**src/rtl/i2c_target_rx.sv**
```systemverilog
`default_nettype none
// ============================================================================
// Module   : i2c_target_rx
// Brief    : Write-only I2C target: address match, byte receive with ACK,
//            SCL stretching until each byte is consumed or times out.
// Revision : 1.0 - initial release
// ============================================================================
module i2c_target_rx #(
    parameter logic [6:0] ADDR        = 7'h2A,
    parameter int         SYNC_STAGES = 2,
    parameter int         STRETCH_MAX = 20000,
    parameter int         CBITS       = 15
) (
    input  logic       clk,
    input  logic       rst,
    input  logic       scl_in,
    input  logic       sda_in,
    output logic       scl_oe,
    output logic       sda_oe,
    output logic [7:0] rx_data,
    output logic       rx_valid,
    input  logic       rx_ready,
    output logic       busy,
    output logic       timeout
);

    typedef enum logic [2:0] {
        S_IDLE     = 3'd0,
        S_ADDR     = 3'd1,
        S_ADDR_ACK = 3'd2,
        S_DATA     = 3'd3,
        S_STRETCH  = 3'd4,
        S_DATA_ACK = 3'd5,
        S_IGNORE   = 3'd6
    } state_t;

    localparam logic [CBITS-1:0] c_stretch_last = CBITS'(STRETCH_MAX - 1);

    logic [SYNC_STAGES-1:0] scl_sync_q, scl_sync_d, sda_sync_q, sda_sync_d;
    logic                   scl_prev_q, scl_prev_d, sda_prev_q, sda_prev_d;
    state_t                 state_q, state_d;
    logic [2:0]             bit_cnt_q, bit_cnt_d;
    logic [7:0]             shift_q, shift_d;
    logic                   byte_done_q, byte_done_d;
    logic [CBITS-1:0]       stretch_cnt_q, stretch_cnt_d;
    logic [7:0]             rx_data_q, rx_data_d;
    logic                   rx_valid_q, rx_valid_d;
    logic                   scl_oe_q, scl_oe_d, sda_oe_q, sda_oe_d;
    logic                   busy_q, busy_d, timeout_q, timeout_d;

    logic w_s_scl, w_s_sda, w_scl_rise, w_scl_fall, w_start, w_stop;

    assign w_s_scl    = scl_sync_q[SYNC_STAGES-1];
    assign w_s_sda    = sda_sync_q[SYNC_STAGES-1];
    assign w_scl_rise = w_s_scl & ~scl_prev_q;
    assign w_scl_fall = ~w_s_scl & scl_prev_q;
    assign w_start    = sda_prev_q & ~w_s_sda & w_s_scl;
    assign w_stop     = ~sda_prev_q & w_s_sda & w_s_scl;

    always_comb begin
        scl_sync_d = {scl_sync_q[SYNC_STAGES-2:0], scl_in};
        sda_sync_d = {sda_sync_q[SYNC_STAGES-2:0], sda_in};
        scl_prev_d = w_s_scl;
        sda_prev_d = w_s_sda;
    end

    always_comb begin
        state_d       = state_q;
        bit_cnt_d     = bit_cnt_q;
        shift_d       = shift_q;
        byte_done_d   = byte_done_q;
        stretch_cnt_d = stretch_cnt_q;
        rx_data_d     = rx_data_q;
        rx_valid_d    = rx_valid_q;
        scl_oe_d      = scl_oe_q;
        sda_oe_d      = sda_oe_q;
        busy_d        = busy_q;
        timeout_d     = 1'b0;

        // Bus conditions override whatever the byte engine is doing.
        if (w_stop || w_start) begin
            state_d     = w_stop ? S_IDLE : S_ADDR;
            scl_oe_d    = 1'b0;
            sda_oe_d    = 1'b0;
            busy_d      = 1'b0;
            rx_valid_d  = 1'b0;
            bit_cnt_d   = 3'd0;
            byte_done_d = 1'b0;
        end else begin
            if (w_scl_rise && (state_q == S_ADDR || state_q == S_DATA)) begin
                shift_d   = {shift_q[6:0], w_s_sda};
                bit_cnt_d = bit_cnt_q + 3'd1;
                if (bit_cnt_q == 3'd7) begin
                    byte_done_d = 1'b1;
                end
            end

            case (state_q)
                S_ADDR: begin
                    if (w_scl_fall && byte_done_q) begin
                        byte_done_d = 1'b0;
                        bit_cnt_d   = 3'd0;
                        if (shift_q[7:1] == ADDR && !shift_q[0]) begin
                            sda_oe_d = 1'b1;
                            busy_d   = 1'b1;
                            state_d  = S_ADDR_ACK;
                        end else begin
                            state_d = S_IGNORE;
                        end
                    end
                end
                S_ADDR_ACK, S_DATA_ACK: begin
                    if (w_scl_fall) begin
                        sda_oe_d    = 1'b0;
                        bit_cnt_d   = 3'd0;
                        byte_done_d = 1'b0;
                        state_d     = S_DATA;
                    end
                end
                S_DATA: begin
                    // ACK is driven together with the stretch so it is ready on release.
                    if (w_scl_fall && byte_done_q) begin
                        rx_data_d     = shift_q;
                        rx_valid_d    = 1'b1;
                        scl_oe_d      = 1'b1;
                        sda_oe_d      = 1'b1;
                        stretch_cnt_d = '0;
                        byte_done_d   = 1'b0;
                        state_d       = S_STRETCH;
                    end
                end
                S_STRETCH: begin
                    stretch_cnt_d = stretch_cnt_q + CBITS'(1);
                    if (rx_valid_q && rx_ready) begin
                        rx_valid_d = 1'b0;
                        scl_oe_d   = 1'b0;
                        state_d    = S_DATA_ACK;
                    end else if (stretch_cnt_q == c_stretch_last) begin
                        rx_valid_d = 1'b0;
                        scl_oe_d   = 1'b0;
                        sda_oe_d   = 1'b0;
                        busy_d     = 1'b0;
                        timeout_d  = 1'b1;
                        state_d    = S_IGNORE;
                    end
                end
                S_IDLE, S_IGNORE: begin
                end
                default: state_d = S_IDLE;
            endcase
        end
    end

    always_ff @(posedge clk) begin
        if (rst) begin
            scl_sync_q    <= '1;
            sda_sync_q    <= '1;
            scl_prev_q    <= 1'b1;
            sda_prev_q    <= 1'b1;
            state_q       <= S_IDLE;
            bit_cnt_q     <= 3'd0;
            shift_q       <= 8'd0;
            byte_done_q   <= 1'b0;
            stretch_cnt_q <= '0;
            rx_data_q     <= 8'd0;
            rx_valid_q    <= 1'b0;
            scl_oe_q      <= 1'b0;
            sda_oe_q      <= 1'b0;
            busy_q        <= 1'b0;
            timeout_q     <= 1'b0;
        end else begin
            scl_sync_q    <= scl_sync_d;
            sda_sync_q    <= sda_sync_d;
            scl_prev_q    <= scl_prev_d;
            sda_prev_q    <= sda_prev_d;
            state_q       <= state_d;
            bit_cnt_q     <= bit_cnt_d;
            shift_q       <= shift_d;
            byte_done_q   <= byte_done_d;
            stretch_cnt_q <= stretch_cnt_d;
            rx_data_q     <= rx_data_d;
            rx_valid_q    <= rx_valid_d;
            scl_oe_q      <= scl_oe_d;
            sda_oe_q      <= sda_oe_d;
            busy_q        <= busy_d;
            timeout_q     <= timeout_d;
        end
    end

    assign scl_oe   = scl_oe_q;
    assign sda_oe   = sda_oe_q;
    assign rx_data  = rx_data_q;
    assign rx_valid = rx_valid_q;
    assign busy     = busy_q;
    assign timeout  = timeout_q;

endmodule
`default_nettype wire

```
**config.mk**
```make
export PLATFORM = sky130hd
export DESIGN_NAME = i2c_target_rx
export DESIGN_NICKNAME = d
export VERILOG_FILES = /design/src/rtl/i2c_target_rx.sv
export SDC_FILE = /design/constraint.sdc
export NUM_CORES = 1
export LEC_CHECK = 0
export CAP_MARGIN = 0
export CORE_ASPECT_RATIO = 1.5
export CORE_MARGIN = 5
export CORE_UTILIZATION = 34
export DETAILED_ROUTE_END_ITERATION = 8
export SLEW_MARGIN = 10
export SYNTH_ARGS = -nofsm -noshare
export SYNTH_HDL_FRONTEND = slang
export SYNTH_SLANG_ARGS = --single-unit
```
**constraint.sdc**
```tcl
create_clock -name clk -period 4.1 [get_ports clk]
set_clock_uncertainty 0.1 [all_clocks]
set_input_delay 0.82 -clock clk [delete_from_list [all_inputs] [get_ports clk]]
set_output_delay 0.82 -clock clk [all_outputs]
set_load 0.03 [all_outputs]
```
==> summary.md <==
| Metric | Value |
|---|---|
| Outcome | `finished, final reports clean` |
| Tmin final | `2512 ps` |
| Hold crit path type | `register to register` |
| Initial DRC Count | `83` |
| Initial antenna violation count | `0` |
| Top delay family on crit path | `simple AND/OR/NAND/NOR gates` |
| Die area | `8257 um2` |
| Fin nets | `271` |
| CTS tree | `built` |
| Hold_buf cts | `0` |
| Synthesized net count | `261` |
| Synth unique cells | `47` |
| CORE AREA | `6441 um2` |
| Vias in the first global route | `1765` |
| Top cell type's share of synthesized area | `43.41%` |
| Final WL | `4.495 mm` |
| Layout cells sized above 1 | `7.955%` |
| GPL Wtd Cong | `0.8328` |
| Slew Viols, Final | `0` |
| Leading cell type in the layout, fill and taps excluded | `dfxtp_1` |
| Clk slew on worst S/H paths | `100 ps` |
| CTS max path bufs | `2` |
| Crit-path slowest cell | `nor2b_1` |
| Die X-Extent | `75.88 um` |
| Worst-skew pair later-pin latency | `320 ps` |
| Nature of the critical path endpoint | `register` |
| Worst Path Buf+Inv | `0` |
| H-Tree Level Count | `2` |
| Placement Cell Area | `2416 um2` |
| Pleak | `0.8699 nW` |
| Crit path launch type | `register` |
| Row cnt | `36` |
| Critical Path AT | `2600 ps` |
| Largest net degree at the start of global routing | `28` |
| Starting density of the core | `34.36%` |
| Post-CTS Resized | `0` |
| Hold Vio Cnt, Final | `0` |
| Sink Count | `48` |
| Synth area leader | `dfxtp_1` |
| Tot Pwr | `0.0008611 W` |
| Syn Inst Count | `253` |
| GRT overflow | `0` |
| Setup Total Neg Slack | `0 ps` |
| Power Dens Cells | `339.4 nW/um2` |
| Most used DFF post-synth | `dfxtp_1` |
| Number of buffers created by CTS | `5` |
| DRC | `0` |
| Commonest cells after routing, fill and taps aside | `dfxtp_1, nor2_1, nand2_1` |
| CP Class | `register to register` |
| HPWL Detailed | `3.134 mm` |
| Max-cap violations | `0` |
| Crit-path cells | `nor2b_1 -> nand4_2 -> nand2_1 -> nor2_1` |
| Ant diodes | `0` |
| Root Buffer | `clkbuf_8` |
| EDFF count, synth | `0` |
| Final Setup Violations | `0` |
| Synth Register Bits | `48` |
| Drt pass-1 iters | `4` |
| Crit path required time | `4180 ps` |
| First-pass GRT wire length | `8.010 mm` |
| Top Usage Layer GRT | `met2` |
| Mean routed wirelength per cell | `13.22 um` |
| Synth Cell Area | `2213 um2` |
| Area grow syn2layout | `14.64%` |
| Sequential share of the synthesized area | `43.41%` |
| YS warnings | `0` |
| GRT met2 Usage | `20.96%` |
| Final core utilization | `39.39%` |
| Crit path max fanout | `18` |
| Max incr delay on CP | `600 ps` |
| RSZ-0062 raised after global routing | `no` |
| Final Cycle Share | `61.27%` |
| I/O Buffers | `17` |
| Tot GR Track Use | `12.50%` |
| Met1 Usage GRT | `13.62%` |
| Dominant cells by area after synthesis | `dfxtp_1, nor2_1, mux2i_1` |
| Max IR drop VDD | `278.7 uV` |
| Mapped Avg Cell Area | `8.749 um2` |
| Via count | `1780` |
| GR Util met3 | `3.506%` |
| Vias per cell | `5.235` |
| Worst slew pin tran | `716.2 ps` |
| Final ANT Viol Nets | `0` |
| Slew headroom | `51.88%` |
| # Post-CTS Setup Buffers | `0` |
| Final Instance Area | `2537 um2` |
| Total I/O pin count | `18` |
| Die height | `108.8 um` |
| Asr flop ratio synth | `0%` |
| Achievable Freq | `0.3981 GHz` |
-- registers in the layout (all words and copies together), names as in the netlist --
register       count
bit_cnt_q          3
busy               1
byte_done_q        1
rx_data            8
scl_oe             1
scl_prev_q         1
scl_sync_q         2
sda_oe             1
sda_prev_q         1
sda_sync_q         2
shift_q            8
state_q            3
stretch_cnt_q     15
timeout            1
-- cells in the mapped netlist, drive strengths merged (7+ instances only) --
cell type and number:
mux2i 11, nand2 28, nor2 35, a21oi 19, clkbuf 10, o21ai 7, dfxtp 48, xnor2 9
nand3 8
-- worst reg2reg max path, delay by kind of cell (launching register included) --
kind	cells	cell delay, ps
and+or+nand+nor	4	1890
DFF	1	390
-- power by group --
group | switching [W] | internal [W] | total (W)
clock network | 0.000168 | 0.000200 | 0.000367
logic | 0.0000143 | 0.00000880 | 0.0000231
registers | 0.00000243 | 0.000468 | 0.000471
-- stage by stage --
stage / setup WS (ps) / instances / hold WS [ps]
floorplan: 2215 / 253 / 289.5
global placement: 1527 / 332 / 297.5
detailed placement: 1564 / 332 / 297.2
CTS: 1523 / 340 / 320.6
global route: 1297 / 340 / 334.3
finish: 1588 / 340 / 311.5
-- layer usage --
| layer | wire length (um) | vias to the layer above |
|---|---|---|
| met2 | 2322 | 34 |
| met3 | 154 | 11 |
| met4 | 114 | 0 |
| li1 | - | 904 |
| met1 | 1904 | 831 |
| met5 | 0 | - |
-- layout make-up --
class	instances	area, um2
fill	665	3904
multi-input combinational	185	1164
sequential	48	960.9
timing repair buffer	18	177.7
tap	76	95.09
clock buffer	6	82.58
clock inverter	2	38.79
inverter	5	18.77
-- cells by family after synthesis --
group	Yosys count	share of synthesized area [%]
muxes	11	4.975
xor gates and xnor gates	15	5.936
adders and majority gates	3	1.696
DFF	48	43.41
buffers and inverters	20	4.014
AOI/OAI and AO/OA	49	15.15
and+or+nand+nor	107	24.82
-- worst paths after layout --
kind,cells past startpoint,endpoint,startpoint,slack (ps)
setup / recovery,4,stretch_cnt_q[9],scl_prev_q,1590
hold / removal,1,scl_sync_q[1],scl_sync_q[0],310
setup reg to reg,4,stretch_cnt_q[9],scl_prev_q,1590
hold reg to reg,1,scl_sync_q[1],scl_sync_q[0],310
No activity file was read; power rests on OpenSTA's default activity.
